### src/rtl/fetch_pc_unit_pkg.sv
// fetch_pc_unit_pkg
// Shared definitions for the instruction-fetch stage: opcode values the
// fetch stage needs to recognise, the Branch / Jump select encodings driven
// by the branch/jump controller, and small decode helpers.
package fetch_pc_unit_pkg;

    // Opcodes the fetch stage has to know about
    localparam logic [5:0] OP_J   = 6'h02;
    localparam logic [5:0] OP_JAL = 6'h03;
    localparam logic [5:0] OP_BEQ = 6'h04;
    localparam logic [5:0] OP_BNE = 6'h05;

    // Branch select from the controller (2'b11 is never produced)
    typedef enum logic [1:0] {
        BR_SEQ     = 2'b00,   // fall through to PC+4
        BR_PRED    = 2'b01,   // predicted taken, redirect from IF
        BR_RECOVER = 2'b10    // mispredict, restart from the ID fall-through
    } branch_sel_e;

    // Jump select from the controller (2'b11 is never produced)
    typedef enum logic [1:0] {
        J_NONE = 2'b00,
        J_IDX  = 2'b01,       // j / jal, pseudo-direct index target
        J_REG  = 2'b10        // jr, register target
    } jump_sel_e;

    // True for the conditional branches counted by the performance counter
    function automatic logic is_cond_branch(input logic [5:0] op);
        return (op == OP_BEQ) || (op == OP_BNE);
    endfunction

    // PC-relative branch target from the fall-through address and the word offset
    function automatic logic [31:0] branch_target(input logic [31:0] pc4,
                                                  input logic [15:0] imm);
        return pc4 + {{14{imm[15]}}, imm, 2'b00};
    endfunction

    // Pseudo-direct jump target: upper nibble of the fall-through plus the index
    function automatic logic [31:0] jump_target(input logic [31:0] pc4,
                                                input logic [25:0] index);
        return {pc4[31:28], index, 2'b00};
    endfunction

endpackage

### src/rtl/fetch_pc_unit_chk.sv
// fetch_pc_unit_chk
// Simulation checker for the controller inputs of the fetch stage. The
// controller must never request mispredict recovery and a jump for the same
// ID instruction; the datapath lets recovery win, but the combination means
// the controller is broken.
// Ports:
//   clk, rst   clock and synchronous active-high reset
//   branch     Branch select
//   jump       Jump select
module fetch_pc_unit_chk
    import fetch_pc_unit_pkg::*;
(
    input logic       clk,
    input logic       rst,
    input logic [1:0] branch,
    input logic [1:0] jump
);

    // Recovery and jump never target the same ID instruction
    a_recover_no_jump: assert property (@(posedge clk) disable iff (rst)
        !((branch == BR_RECOVER) && (jump != J_NONE)));

endmodule

### src/rtl/fetch_pc_unit_if_id_reg.sv
// if_id_reg
// Pipeline register between IF and ID. Holds the instruction, its PC+4 and a
// valid bit. Reset clears everything, stall holds everything, flush inserts a
// nop bubble while still capturing the fall-through address.
// Ports:
//   clk, rst       clock and synchronous active-high reset
//   stall          hold all fields
//   flush          squash the incoming instruction (instr=0, valid=0)
//   fetch_instr    instruction coming from IF
//   fetch_pc4      PC+4 coming from IF
//   id_instr       registered instruction in ID
//   id_pc4         registered PC+4 in ID
//   id_valid       0 = bubble
module if_id_reg (
    input  logic        clk,
    input  logic        rst,
    input  logic        stall,
    input  logic        flush,
    input  logic [31:0] fetch_instr,
    input  logic [31:0] fetch_pc4,
    output logic [31:0] id_instr,
    output logic [31:0] id_pc4,
    output logic        id_valid
);

    logic [31:0] instr_r;
    logic [31:0] pc4_r;
    logic        valid_r;

    // IF/ID capture with reset > stall > flush > load priority
    always_ff @(posedge clk) begin
        if (rst) begin
            instr_r <= 32'h0000_0000;
            pc4_r   <= 32'h0000_0000;
            valid_r <= 1'b0;
        end else if (stall) begin
            instr_r <= instr_r;
            pc4_r   <= pc4_r;
            valid_r <= valid_r;
        end else if (flush) begin
            // pc4 still loads so a later recovery has a defined fall-through
            instr_r <= 32'h0000_0000;
            pc4_r   <= fetch_pc4;
            valid_r <= 1'b0;
        end else begin
            instr_r <= fetch_instr;
            pc4_r   <= fetch_pc4;
            valid_r <= 1'b1;
        end
    end

    assign id_instr = instr_r;
    assign id_pc4   = pc4_r;
    assign id_valid = valid_r;

endmodule

### src/rtl/fetch_pc_unit.sv
// fetch_pc_unit
// Instruction-fetch stage: PC register, next-PC mux, IF/ID register and the
// branch / mispredict performance counters.
// Parameters:
//   RESET_PC   PC after reset
//   CNT_W      performance counter width (counters wrap)
// Ports:
//   clk, rst       clock and synchronous active-high reset
//   stall          freeze PC, IF/ID and counters
//   Branch         00 PC+4, 01 predicted taken (IF), 10 mispredict recovery (ID)
//   IF_flush       squash the instruction fetched this cycle
//   Jump           00 none, 01 j/jal, 10 jr
//   jr_target      forwarded rs of the jr in ID
//   imem_rdata     instruction at imem_addr (combinational memory)
//   imem_addr      current PC
//   if_id_instr    instruction in ID
//   if_id_pc4      PC+4 of the ID instruction
//   if_id_valid    0 = bubble in ID
//   op_if          opcode of the instruction in IF
//   branch_cnt     beq/bne instructions that left ID
//   mispred_cnt    mispredict recoveries
module fetch_pc_unit
    import fetch_pc_unit_pkg::*;
#(
    parameter logic [31:0] RESET_PC = 32'h0000_3000,
    parameter int          CNT_W    = 32
) (
    input  logic             clk,
    input  logic             rst,
    input  logic             stall,
    input  logic [1:0]       Branch,
    input  logic             IF_flush,
    input  logic [1:0]       Jump,
    input  logic [31:0]      jr_target,
    input  logic [31:0]      imem_rdata,
    output logic [31:0]      imem_addr,
    output logic [31:0]      if_id_instr,
    output logic [31:0]      if_id_pc4,
    output logic             if_id_valid,
    output logic [5:0]       op_if,
    output logic [CNT_W-1:0] branch_cnt,
    output logic [CNT_W-1:0] mispred_cnt
);

    localparam logic [CNT_W-1:0] CNT_ONE = {{(CNT_W-1){1'b0}}, 1'b1};

    logic [31:0]      pc_r;
    logic [31:0]      pc4_s;
    logic [31:0]      br_tgt_s;
    logic [31:0]      j_tgt_s;
    logic [31:0]      next_pc_s;
    logic [CNT_W-1:0] branch_cnt_r;
    logic [CNT_W-1:0] mispred_cnt_r;
    logic [31:0]      id_instr_s;
    logic [31:0]      id_pc4_s;
    logic             id_valid_s;

    assign pc4_s    = pc_r + 32'd4;
    assign br_tgt_s = branch_target(pc4_s, imem_rdata[15:0]);
    assign j_tgt_s  = jump_target(id_pc4_s, id_instr_s[25:0]);

    // Next-PC select: ID-stage decisions (recovery, jumps) outrank the IF prediction
    always_comb begin
        next_pc_s = pc4_s;
        if (Branch == BR_RECOVER) begin
            next_pc_s = id_pc4_s;
        end else if (Jump == J_IDX) begin
            next_pc_s = j_tgt_s;
        end else if (Jump == J_REG) begin
            next_pc_s = jr_target;
        end else if (Branch == BR_PRED) begin
            next_pc_s = br_tgt_s;
        end else begin
            next_pc_s = pc4_s;
        end
    end

    // PC register
    always_ff @(posedge clk) begin
        if (rst) begin
            pc_r <= RESET_PC;
        end else if (stall) begin
            pc_r <= pc_r;
        end else begin
            pc_r <= next_pc_s;
        end
    end

    if_id_reg u_if_id (
        .clk         (clk),
        .rst         (rst),
        .stall       (stall),
        .flush       (IF_flush),
        .fetch_instr (imem_rdata),
        .fetch_pc4   (pc4_s),
        .id_instr    (id_instr_s),
        .id_pc4      (id_pc4_s),
        .id_valid    (id_valid_s)
    );

    // Performance counters; a branch counts once, on the cycle it leaves ID
    always_ff @(posedge clk) begin
        if (rst) begin
            branch_cnt_r  <= {CNT_W{1'b0}};
            mispred_cnt_r <= {CNT_W{1'b0}};
        end else if (stall) begin
            branch_cnt_r  <= branch_cnt_r;
            mispred_cnt_r <= mispred_cnt_r;
        end else begin
            if (id_valid_s && is_cond_branch(id_instr_s[31:26])) begin
                branch_cnt_r <= branch_cnt_r + CNT_ONE;
            end else begin
                branch_cnt_r <= branch_cnt_r;
            end
            if (Branch == BR_RECOVER) begin
                mispred_cnt_r <= mispred_cnt_r + CNT_ONE;
            end else begin
                mispred_cnt_r <= mispred_cnt_r;
            end
        end
    end

    fetch_pc_unit_chk u_chk (
        .clk    (clk),
        .rst    (rst),
        .branch (Branch),
        .jump   (Jump)
    );

    assign imem_addr   = pc_r;
    assign op_if       = imem_rdata[31:26];
    assign if_id_instr = id_instr_s;
    assign if_id_pc4   = id_pc4_s;
    assign if_id_valid = id_valid_s;
    assign branch_cnt  = branch_cnt_r;
    assign mispred_cnt = mispred_cnt_r;

endmodule

### config.mk
export PLATFORM = sky130hd
export DESIGN_NAME = fetch_pc_unit
export DESIGN_NICKNAME = d
export VERILOG_FILES = /design/src/rtl/fetch_pc_unit_pkg.sv /design/src/rtl/fetch_pc_unit_chk.sv /design/src/rtl/fetch_pc_unit_if_id_reg.sv /design/src/rtl/fetch_pc_unit.sv
export SDC_FILE = /design/constraint.sdc
export NUM_CORES = 1
export LEC_CHECK = 0
export ABC_CLOCK_PERIOD_IN_PS = 10200
export CAP_MARGIN = 0
export CORE_ASPECT_RATIO = 0.5
export CORE_MARGIN = 2
export CORE_UTILIZATION = 55
export DETAILED_ROUTE_END_ITERATION = 12
export GPL_ROUTABILITY_DRIVEN = 0
export PLACE_DENSITY = 0.87
export SKIP_LAST_GASP = 1
export SLEW_MARGIN = 40
export SYNTH_ARGS = -nofsm -noshare
export SYNTH_HDL_FRONTEND = slang
export SYNTH_HIERARCHICAL = 1
export SYNTH_SLANG_ARGS = --single-unit
export TNS_END_PERCENT = 1
### constraint.sdc
create_clock -name clk -period 10.2 [get_ports clk]
set_clock_uncertainty 0.2 [all_clocks]
set_input_delay 1.53 -clock clk [delete_from_list [all_inputs] [get_ports clk]]
set_output_delay 1.53 -clock clk [all_outputs]
set_load 0.05 [all_outputs]
# Yosys cells after proc, flatten, opt, wreduce, memory -nomap -nowiden

Index checks and enable logic that the tools add are counted.

Add/subtract/negate cells: 4
Equal/unequal tests: 6
Multiplexer cells: 6
Bitwise operators: 1
Reduce and logical (&&, ||, !) cells: 4

Operators by type and width:

| kind                                          | number |
|---|---|
| two-way mux 32 bit                            | 5 |
| adder 32 x 1 -> 32 bit, second input constant | 2 |
| adder 32 x 3 -> 32 bit, second input constant | 1 |
| adder 32 bit                                  | 1 |
| == test 6 x 3 -> 1 bit, second input constant | 2 |
| == test 2 x 1 -> 1 bit, second input constant | 2 |
| == test 2 bit, second input constant          | 2 |
| AND reduction 2 bit                           | 2 |
| logical AND 1 bit                             | 1 |
| logical OR 1 bit                              | 1 |
| two-way mux 1 bit                             | 1 |
| NOT 1 bit                                     | 1 |

Bits in registers: 161
Input bits: 72
Output and inout bits: 167
Word-level logic and storage cells: 27

# Depth between registers and ports, before layout

Depth after elaboration: 6
Depth in mapped cells: 16
Mapped depth without buffers: 16

# Hierarchy

Netlist, hierarchy kept.

Modules (own cells, without submodules):

| module        | instances | cells each | area an instance (µm²) | seq. area each (µm²) |
|---|---|---|---|---|
| fetch_pc_unit | 1         | 947        | 7,249.5                | 1,921.8 |
| if_id_reg     | 1         | 249        | 2,653.8                | 1,301.2 |

# Least setup slack after synthesis

OpenSTA, ideal clock, no wires.

Path kind: input to register
From: input imem_rdata[0]
To: register pc_r[28], in the netlist imem_addr[28]
Data arrival time: 3,871 ps
Required time: 9,926 ps
Setup slack: 6,055 ps
Stages: 11
Buffers on the path: 0
Path through: ha_1 fa_1 a21o_1 nand4_1 a211o_1 nand3_2 a221o_2 nand4_1 mux2_2 a311o_1 a31oi_1

Word-level cells in the longest chain between the ends: 5

Ends and longest elaborated chain:

| what                 | line                    | source |
|---|---|---|
| from (decl)          | fetch_pc_unit.sv:35     | `input logic [31:0] imem_rdata,` |
| adder 32 bit         | fetch_pc_unit_pkg.sv:35 | `return pc4 + {{14{imm[15]}}, imm, 2'b00};` |
| two-way mux 32 bit   | fetch_pc_unit.sv:71     | `end else if (Branch == BR_PRED) begin` |
| two-way mux 32 bit   | fetch_pc_unit.sv:69     | `end else if (Jump == J_REG) begin` |
| two-way mux 32 bit   | fetch_pc_unit.sv:67     | `end else if (Jump == J_IDX) begin` |
| two-way mux 32 bit   | fetch_pc_unit.sv:65     | `if (Branch == BR_RECOVER) begin` |
| to (signal assigned) | fetch_pc_unit.sv:83     | `pc_r <= pc_r;` |
| to (signal assigned) | fetch_pc_unit.sv:85     | `pc_r <= next_pc_s;` |
| to (decl)            | fetch_pc_unit.sv:47     | `logic [31:0] pc_r;` |

No other way between the ends.
A chain may end at the register's enable or synchronous reset.

# Worst setup path after layout

From: register pc_r[2], in the netlist imem_addr[2]
To: register pc_r[30], in the netlist imem_addr[30]

Word-level cells in the longest chain between the ends: 6

Ends and longest elaborated chain:

| what                   | line                    | source |
|---|---|---|
| adder 32 x 3 -> 32 bit | fetch_pc_unit.sv:58     | `assign pc4_s = pc_r + 32'd4;` |
| net pc4_s[21]          | fetch_pc_unit.sv:48     | `logic [31:0] pc4_s;` |
| adder 32 bit           | fetch_pc_unit_pkg.sv:35 |  |
| two-way mux 32 bit     | fetch_pc_unit.sv:71     |  |
| two-way mux 32 bit     | fetch_pc_unit.sv:69     |  |
| two-way mux 32 bit     | fetch_pc_unit.sv:67     |  |
| two-way mux 32 bit     | fetch_pc_unit.sv:65     |  |

The timed path passes the listed nets, and every way through them passes these cells.

==> reports/qor.yml <==
worst_setup_path:
  cp_max_fo: 7
  path_class: "flip-flop to flip-flop"
  path_buf_inv: 0
  crit_family: "compound AO/OA/AOI/OAI gates"
  max_stage_delay_ps: 520
  path_cells: "nand4_2, nor3_2, and4_1, xnor2_1, ha_1, a21oi_1, o21ai_1, a2111o_1, a21oi_1, o21ai_0, a31oi_4, mux2i_1, a2111oi_0, or2_1"
  crit_path_start_kind: "flip-flop"
  end_kind: "flip-flop"
  cp.arrival_ps: 4900
  cpMaxStageDelayCell: "dfxtp_1"
  critPathMostFrequentCell: "a21oi_1"
  crit_required_ps: 10380
cells_and_area:
  fin_nets: 1501
  finalNonFillerCells: 1634
  drive_above_1_share: 0.0714
  n_antenna_cell: 0
  design_area_um2: 12800
  fill_cells: 1254
  syn2layout_area_growth_pct: 29.4
placed_design:
  place_hpwl_mm: 21.2
  port_buffers: 238
  dpl_cell_area_um2: 12200
  dp.cells: 1603
sta:
  setup_viol: 0
  grt_setup_unrepaired: "no"
  slew-limit-headroom: 0.488
  tns_ps: 0
  max_freq_ghz: 0.212
  slew_violations: 0
  fin_crit_ps: 4720
  max_slew.worst_pin.slew_ps: 767
  whs_ps: 298
  finalCritPeriodShare: 0.463
  finalHoldViolations: 0
yosys:
  syn_avg_cell_area_um2: 8.28
  ys_ff_latch: 161
  synth_cells: 1196
  synth_area_leader_cell: "dfxtp_1"
  synth_top_area_frac: 0.325
  synthArstFlopShare: 0
  yosysSeqAreaShare: 0.325
  synth_edf_count: 0
  synth_common_cells: "dfxtp_1 (161), nor2_1 (157), nand2_1 (136)"
  syn_area_um2: 9900
  synth_flop_cell: "dfxtp_1"
  synthDistinctLibCells: 81
  synthTopCellsByArea: "dfxtp_1 (33%), nor2_1 (6.0%), xor2_1 (5.7%), nand2_1 (5.2%), ha_1 (5.1%)"
  synth_nets: 1309
  synth_most_common_cell: "dfxtp_1"
  synth_warnings: 6
clock_tree:
  htree_levels: 4
  numCtsBuffers: 17
  cts_tree: "done"
  clockBufferDepth: 2
  clock_latency_ps: 430
  ctsResizeCount: 0
  hold_buffers: 0
  cts.sinks: 161
  cts_setup_buffers: 0
  cts-root-buf: "clkbuf_16"
  clk_pin_slew_ps: 70
pwr:
  ir_drop_mv: 0.126
  finalPower_mw: 1.79
  leakagePower_nw: 4.90
  powerDensity_nw_per_um2: 140
floorplan:
  die_x_um: 194
  rows: 34
  initial_utilization: 0.566
  fp.dieArea_um2: 19200
  coreArea_um2: 17500
  fp.dieH_um: 98.9
  io_pins: 239
routing:
  drc: 0
  drt-initial-drc-count: 923
  antenna_left: 0
  wl_per_cell_um: 19.1
  avgViaCountPerCell: 6.10
  firstDrtPassIters: 6
  wirelength_mm: 31.1
  vias: 9964
run:
  max_cap_viol_count: 0
grt:
  gr-total-overflow: 0
  grt_pass1_vias: 9564
  grt_pass1_wl_mm: 48.7
  antenna_found_initial: 0
  grt_usage: 0.314
  grt_start_max_net_pins: 101
hold_path:
  hp-class: "flip-flop to flip-flop"
outcome:
  status: "completed"
==> registers in the layout, summed over array words and instances, names as in the netlist <==
register,count
u_if_id/id_instr,32
u_if_id/id_pc4,32
branch_cnt,32
imem_addr,32
mispred_cnt,32
u_if_id/id_valid,1
==> worst paths after layout <==
check | startpoint | endpoint | slack (ps) | cells after the start
min | branch_cnt[31] | branch_cnt[31] | 300 | 2
min reg2reg | branch_cnt[31] | branch_cnt[31] | 300 | 2
max reg2reg | imem_addr[2] | imem_addr[30] | 5480 | 14
max | imem_addr[2] | imem_addr[30] | 5480 | 14
==> metal layers <==
metal	vias to the layer above	wire length, µm	track usage
met5	-	0	0
met4	0	1250	0.159
met3	121	2690	0.0640
met2	546	14800	0.535
met1	4693	12400	0.382
li1	4604	-	-
==> metrics by stage <==
| stage | setup slack [ps] | utilization |
|---|---|---|
| after floorplan | 6060 | - |
| after global placement | 5160 | 0.699 |
| after detailed placement | 5380 | 0.699 |
| after CTS | 5620 | 0.733 |
| after global routing | 5210 | 0.733 |
| final | 5480 | 0.733 |
==> final cells by class <==
class                      count  area (µm²)  area share
clock buffer                  18         429      0.0335
clock inverter                13         166      0.0130
inverter                      26        97.6     0.00761
multi-input combinational    935        6160       0.480
sequential                   161        3220       0.251
tap                          234         293      0.0228
timing repair buffer         247        2450       0.191
==> kinds of logic (layout without fill, tap and decap cells) <==
group           after synthesis  count (layout)  share of synthesized area
xor+xnor                    107             107                     0.0954
compound gates              275             275                      0.203
mux                          37              37                     0.0375
buf+inv                     100             304                     0.0533
flops                       161             161                      0.325
fa+ha+maj                    41              41                     0.0526
simple gates                475             475                      0.233
==> where the power goes <==
group,total [mW],leakage (nW),switching [mW],internal [mW]
logic,0.443,3.29,0.276,0.167
clock network,0.668,0.294,0.297,0.371
registers,0.677,1.31,0.0268,0.651
total,1.79,4.90,0.600,1.19
==> worst reg2reg max path, stage by stage, from the launching register on <==
cell	delay (ps)
dfxtp_1	520
nand4_2	290
nor3_2	480
and4_1	470
xnor2_1	330
ha_1	380
a21oi_1	250
o21ai_1	170
a2111o_1	460
a21oi_1	150
o21ai_0	170
a31oi_4	180
mux2i_1	90
a2111oi_0	380
or2_1	150
==> placed cells by master (no fill, tap or decap), types with 13 or more instances in the layout <==
master and n:
a211oi_1 17, a21o_1 19, a21oi_1 82, and3_1 18
clkbuf_16 17, clkdlybuf4s50_1 235, dfxtp_1 161, ha_1 40
inv_1 25, mux2i_1 36, nand2_1 136, nand2b_1 38
nand3_1 36, nand4_1 22, nor2_1 157, nor3_1 15
o211ai_1 13, o21ai_0 37, o22ai_2 30, xnor2_1 42
xor2_1 64
(Power assumes the default switching activity.)
